==> src/rtl/aes_key_expander_if.sv <==
// aes_key_expander_if: start/key request and packed round-key schedule for the key expander.
interface aes_key_expander_if #(parameter int Nk = 4);
    localparam int Nr = Nk + 6;
    logic start;
    logic [32*Nk-1:0] key;
    logic [128*(Nr+1)-1:0] round_keys;
    logic busy;
    logic valid;
    modport master(output start, key, input round_keys, busy, valid);
    modport slave(input start, key, output round_keys, busy, valid);
endinterface

==> src/rtl/aes_key_expander.sv <==
// aes_key_expander: iterative AES key schedule, one word per clock, packed in decryption order.
module aes_key_expander #(parameter int Nk = 4) (
    input logic clk,
    input logic rst_n,
    aes_key_expander_if.slave bus
);
    localparam int Nr = Nk + 6;
    localparam int NW = 4 * (Nr + 1);
    localparam int AW = $clog2(NW);
    localparam int IW = AW + 1;
    localparam logic [0:255][7:0] SBOX = {
        128'h637c777bf26b6fc53001672bfed7ab76, 128'hca82c97dfa5947f0add4a2af9ca472c0,
        128'hb7fd9326363ff7cc34a5e5f171d83115, 128'h04c723c31896059a071280e2eb27b275,
        128'h09832c1a1b6e5aa0523bd6b329e32f84, 128'h53d100ed20fcb15b6acbbe394a4c58cf,
        128'hd0efaafb434d338545f9027f503c9fa8, 128'h51a3408f929d38f5bcb6da2110fff3d2,
        128'hcd0c13ec5f974417c4a77e3d645d1973, 128'h60814fdc222a908846eeb814de5e0bdb,
        128'he0323a0a4906245cc2d3ac629195e479, 128'he7c8376d8dd54ea96c56f4ea657aae08,
        128'hba78252e1ca6b4c6e8dd741f4bbd8b8a, 128'h703eb5664803f60e613557b986c11d9e,
        128'he1f8981169d98e949b1e87e9ce5528df, 128'h8ca1890dbfe6426841992d0fb054bb16};
    typedef enum logic [1:0] {IDLE, EXPAND, DONE} state_t;
    state_t state, state_n;
    logic [IW-1:0] i, im;
    logic [7:0] rcon;
    // w[0] sits in the MSBs, so the packed words are already in decryption slot order.
    logic [0:NW-1][31:0] w;
    logic [31:0] prev, back, sub_in, sub_out, temp;
    logic wrap, half, last, load;
    assign prev = w[AW'(i - IW'(1))];
    assign back = w[AW'(i - IW'(Nk))];
    assign im = i % IW'(Nk);
    assign wrap = im == '0;
    assign half = Nk == 8 && im == IW'(4);
    assign last = i == IW'(NW - 1);
    assign load = state != EXPAND && bus.start;
    assign sub_in = wrap ? {prev[23:0], prev[31:24]} : prev;
    assign sub_out = {SBOX[sub_in[31:24]], SBOX[sub_in[23:16]], SBOX[sub_in[15:8]], SBOX[sub_in[7:0]]};
    assign temp = wrap ? sub_out ^ {rcon, 24'h0} : half ? sub_out : prev;
    assign bus.round_keys = w;
    assign bus.busy = state == EXPAND;
    assign bus.valid = state == DONE;
    always_ff @(posedge clk or negedge rst_n) begin
        if (!rst_n) state <= IDLE;
        else state <= state_n;
    end
    always_comb begin
        state_n = state;
        state_n = load ? EXPAND : (state == EXPAND && last) ? DONE : state;
    end
    always_ff @(posedge clk or negedge rst_n) begin
        if (!rst_n) begin
            w <= '0;
            i <= '0;
            rcon <= 8'h01;
        end else if (load) begin
            w[0:Nk-1] <= bus.key;
            i <= IW'(Nk);
            rcon <= 8'h01;
        end else if (state == EXPAND) begin
            w[AW'(i)] <= back ^ temp;
            i <= i + IW'(1);
            if (wrap) rcon <= {rcon[6:0], 1'b0} ^ (rcon[7] ? 8'h1b : 8'h00);
        end
    end
endmodule

==> src/flat_wrapper.sv <==
// flat-port wrapper written by rule: the top's interface ports become plain ports
module aes_key_expander_flat 
#(parameter int Nk = 4)
  (clk, rst_n, bus_start, bus_key, bus_round_keys, bus_busy, bus_valid);
  aes_key_expander_if #(.Nk(Nk)) bus_i ();
  input logic clk;
  input logic rst_n;
  input wire logic [$bits(bus_i.start)-1:0] bus_start;
  input wire logic [$bits(bus_i.key)-1:0] bus_key;
  output wire logic [$bits(bus_i.round_keys)-1:0] bus_round_keys;
  output wire logic [$bits(bus_i.busy)-1:0] bus_busy;
  output wire logic [$bits(bus_i.valid)-1:0] bus_valid;
  assign bus_i.start = bus_start;
  assign bus_i.key = bus_key;
  assign bus_round_keys = bus_i.round_keys;
  assign bus_busy = bus_i.busy;
  assign bus_valid = bus_i.valid;
  aes_key_expander #(.Nk(Nk)) u_core (.clk(clk), .rst_n(rst_n), .bus(bus_i));
endmodule
==> config.mk <==
export PLATFORM = sky130hd
export DESIGN_NAME = aes_key_expander_flat
export DESIGN_NICKNAME = d
export VERILOG_FILES = /design/src/rtl/aes_key_expander_if.sv /design/src/rtl/aes_key_expander.sv /design/src/flat_wrapper.sv
export SDC_FILE = /design/constraint.sdc
export NUM_CORES = 2
export LEC_CHECK = 0
export CORE_AREA = 3 3 603 605
export DETAILED_ROUTE_END_ITERATION = 6
export DIE_AREA = 0 0 606 608
export HOLD_SLACK_MARGIN = 0.05
export SLEW_MARGIN = 20
export SYNTH_ARGS = -nofsm -noshare
export SYNTH_HDL_FRONTEND = slang
export SYNTH_SLANG_ARGS = --single-unit
==> constraint.sdc <==
create_clock -name clk -period 8.5 [get_ports clk]
set_clock_uncertainty 0.15 [all_clocks]
set_input_delay 1.275 -clock clk [delete_from_list [all_inputs] [get_ports clk]]
set_output_delay 1.275 -clock clk [all_outputs]
set_load 0.05 [all_outputs]
==> results.py <==
metrics = {
    "status": {
        "violations": "design-rule violations, negative setup slack",
        "status": "finished with violations",
    },
    "route": {
        "drc_errors": 7,
        "detail-route-antenna-nets": 0,
        "wl_per_cell_um": 47.58,
        "drt_iter0_drc": 17230,
        "viasPerCell": 6.364,
        "drtPass1Iterations": 7,
        "routed_wl_mm": 792.7,
        "vias": 106000,
    },
    "global_route": {
        "gr-total-overflow": 0,
        "antenna_found_initial": 87,
        "grt_max_degree": 132,
        "grt_usage_pct": 41.46,
        "grt_pass1_wl_mm": 1028,
        "grt_pass1_vias": 98470,
    },
    "sta": {
        "slew_violations": 0,
        "worstMarginPinSlew_ps": 1267,
        "max_slew_margin_pct": 14.66,
        "period_needed_ps": 8608,
        "fin_ws_ps": -108.0,
        "rsz0062_at_grt": "no",
        "final-hold-violation-count": 0,
        "finalSetupViolCount": 41,
        "holdWs_ps": 137.9,
        "period_share_pct": 101.3,
        "clock.fmax_mhz": 116.2,
    },
    "cts": {
        "h-tree-depth": 4,
        "post-cts-setup-buffers": 0,
        "post_cts_resized": 1,
        "cts_max_path_buffers": 4,
        "clock_latency_ps": 960,
        "clock-sinks": 1425,
        "cts_made_buffers": 177,
        "clockRootBuffer": "clkbuf_16",
        "cts-hold-fix-buffers": 0,
        "cts_tree": "built",
        "clk_pin_slew_worst_paths_ps": 60,
    },
    "place": {
        "dp_hpwl_mm": 613.9,
        "pre_cts_ws_ps": -34.03,
        "gp_congestion": 1.037,
        "port_buffers": 1540,
    },
    "setup_path": {
        "path_max_fanout": 16,
        "crit_type": "flop to flop",
        "crit_path_frequent_cell": "buf_4",
        "start_kind": "flop",
        "worst_path_max_delay_cell": "o41ai_4",
        "worstSetupEndpointType": "flop",
        "worstPathRequired_ps": 9070,
        "slowest_delay_ps": 780,
        "cp_data_arrival_time_ps": 9180,
        "cp_cell_sequence": "clkinv_1 > ha_4 > and3b_1 > o211ai_1 > buf_4 > buf_4 > a2111oi_1 > buf_4 > o41ai_4 > buf_4 > a22o_1 > inv_1 > ha_1 > buf_4 > nor2_1 > buf_4 > o311a_1 > o41ai_2 > o32ai_1 > a221oi_1 > a21oi_1 > xnor2_2 > buf_4 > o21ai_0",
    },
    "flow_run": {
        "drv_cap": 0,
    },
    "synth": {
        "ys_dominant_reg_cell": "dfrtp_1",
        "synth.distinct_cells": 134,
        "ys_async_sr_fraction_pct": 100.0,
        "synth-edff-count": 0,
        "synth-warning-count": 0,
        "syn_nets": 10270,
        "syn_area_per_cell_um2": 9.092,
        "ys_seq_area_share_pct": 38.92,
        "ys_ff_latch": 1425,
        "synth_cells": 10080,
        "syn-cell-area_um2": 91640,
    },
    "die": {
        "start_util_pct": 25.55,
        "placementRows": 220,
        "die_w_um": 606,
        "pin_count": 1541,
        "die-height_um": 608,
        "die-area_um2": 368400,
        "core_area_um2": 358700,
    },
    "finish": {
        "finish.utilization_pct": 34.54,
        "area_growth_pct": 35.17,
        "layout_common_cells": "1532 x nand2_1, 1524 x clkdlybuf4s50_1, 1421 x dfrtp_1, 899 x o21ai_0, 818 x buf_4",
        "final_common_cell": "nand2_1",
        "drive_gt1_share_pct": 19.18,
        "nNetsFinal": 11870,
    },
    "hold_path": {
        "hold_class": "primary input to asynchronous set/reset pin",
    },
}
## area by class of cell
| cell class | instances | area [um^2] |
|---|---|---|
| Antenna cell | 69 | 172.7 |
| Clock buffer | 251 | 5119 |
| Clock inverter | 71 | 830.8 |
| Fill cell | 36640 | 234800 |
| Inverter | 53 | 214.0 |
| Multi-Input combinational cell | 7558 | 52120 |
| Sequential cell | 1425 | 35670 |
| Tap cell | 4773 | 5972 |
| Timing Repair Buffer | 2462 | 23770 |
## synthesized netlist by cell type (31+ instances only)
library cell	count	area share, %
a2111oi_0	36	0.34
a211o_1	31	0.30
a211oi_1	137	1.1
a21o_1	37	0.30
a21oi_1	513	2.8
a221oi_1	71	0.68
a22o_1	37	0.35
a22oi_1	143	1.2
a311oi_1	44	0.42
a31oi_1	115	0.79
a31oi_2	40	0.55
and3_1	48	0.33
buf_1	52	0.21
buf_2	259	1.4
buf_4	64	0.52
buf_6	67	0.82
clkbuf_1	593	2.4
dfrtp_1	1424	39
ha_1	62	0.85
inv_1	41	0.17
mux2_2	328	4.0
mux2i_1	293	3.2
mux4_2	315	7.7
nand2_1	1599	6.5
nand3_1	187	1.0
nand4_1	50	0.34
nor2_1	590	2.4
nor3_1	187	1.0
nor4_1	59	0.40
o2111ai_1	35	0.33
o211ai_1	114	0.93
o21ai_0	907	5.0
o21ai_1	566	3.1
o221ai_1	68	0.65
o221ai_2	34	0.56
o22ai_1	346	2.4
o311ai_0	44	0.42
o31ai_1	38	0.31
## flip-flops by register name (all words and copies together), names as in the netlist
register,flops
u_core.state,2
u_core.rcon,8
u_core.i,7
u_core.bus.round_keys,1408
## stage by stage
step | std cells | cell area, um^2 | TNS, ps
after global placement | 16270 | 117600 | -13140
after global routing | 16630 | 123800 | 0
after detailed placement | 16270 | 117700 | -247.0
after floorplan | 10080 | 91640 | 0
final | 16660 | 123900 | -2088
after CTS | 16590 | 123700 | 0
## logic make-up (layout without fill, tap and decap cells)
logic type                 after synthesis  in the layout  synth area share [%]
DFF                                   1425           1425                 38.92
xor gates and xnor gates                52             52                0.5830
and+or+nand+nor                       2900           2900                 13.59
muxes                                  945            945                 15.21
adders and majority gates               62             62                0.8466
other                                    0             69                     0
AOI/OAI and AO/OA                     3599           3599                 25.08
buffers and inverters                 1096           2837                 5.777
## critical path: cells and delay by family, from the launching register on
kind | cells | cell delay, ps
adders and majority gates | 2 | 860
AOI/OAI and AO/OA | 10 | 3700
and+or+nand+nor | 2 | 380
DFF | 1 | 580
buffers and inverters | 9 | 2350
xor gates and xnor gates | 1 | 320
## path summary, 6_finish.rpt
path | startpoint | endpoint | slack, ps | cells past startpoint
min in group clk | u_core.i[6]$_DFFE_PN0P_ | u_core.i[6]$_DFFE_PN0P_ | 360 | 1
worst min register to register | u_core.i[6]$_DFFE_PN0P_ | u_core.i[6]$_DFFE_PN0P_ | 360 | 1
worst max-delay path | u_core.i[3]$_DFFE_PN0P_ | u_core.bus.round_keys[906]$_DFFE_PN0P_ | -110 | 24
worst min-delay path | rst_n | u_core.bus.round_keys[307]$_DFFE_PN0P_ | 140 | 1
max in group asynchronous | rst_n | u_core.bus.round_keys[294]$_DFFE_PN0P_ | 5990 | 3
worst max register to register | u_core.i[3]$_DFFE_PN0P_ | u_core.bus.round_keys[906]$_DFFE_PN0P_ | -110 | 24
## metal layers
layer | GRT usage, % | wire length, um | vias up | share of wire (%)
li1 | - | - | 41180 | -
met1 | 47.72 | 276500 | 53590 | 35
met2 | 59.41 | 327400 | 8852 | 41
met3 | 14.96 | 95810 | 2381 | 12
met4 | 38.59 | 92680 | 39 | 12
met5 | 0.1568 | 346 | - | 0.044
Power is left out: the tool's default activity adds up to more than one toggle a clock period on the data nets, which glitch-free logic cannot reach.
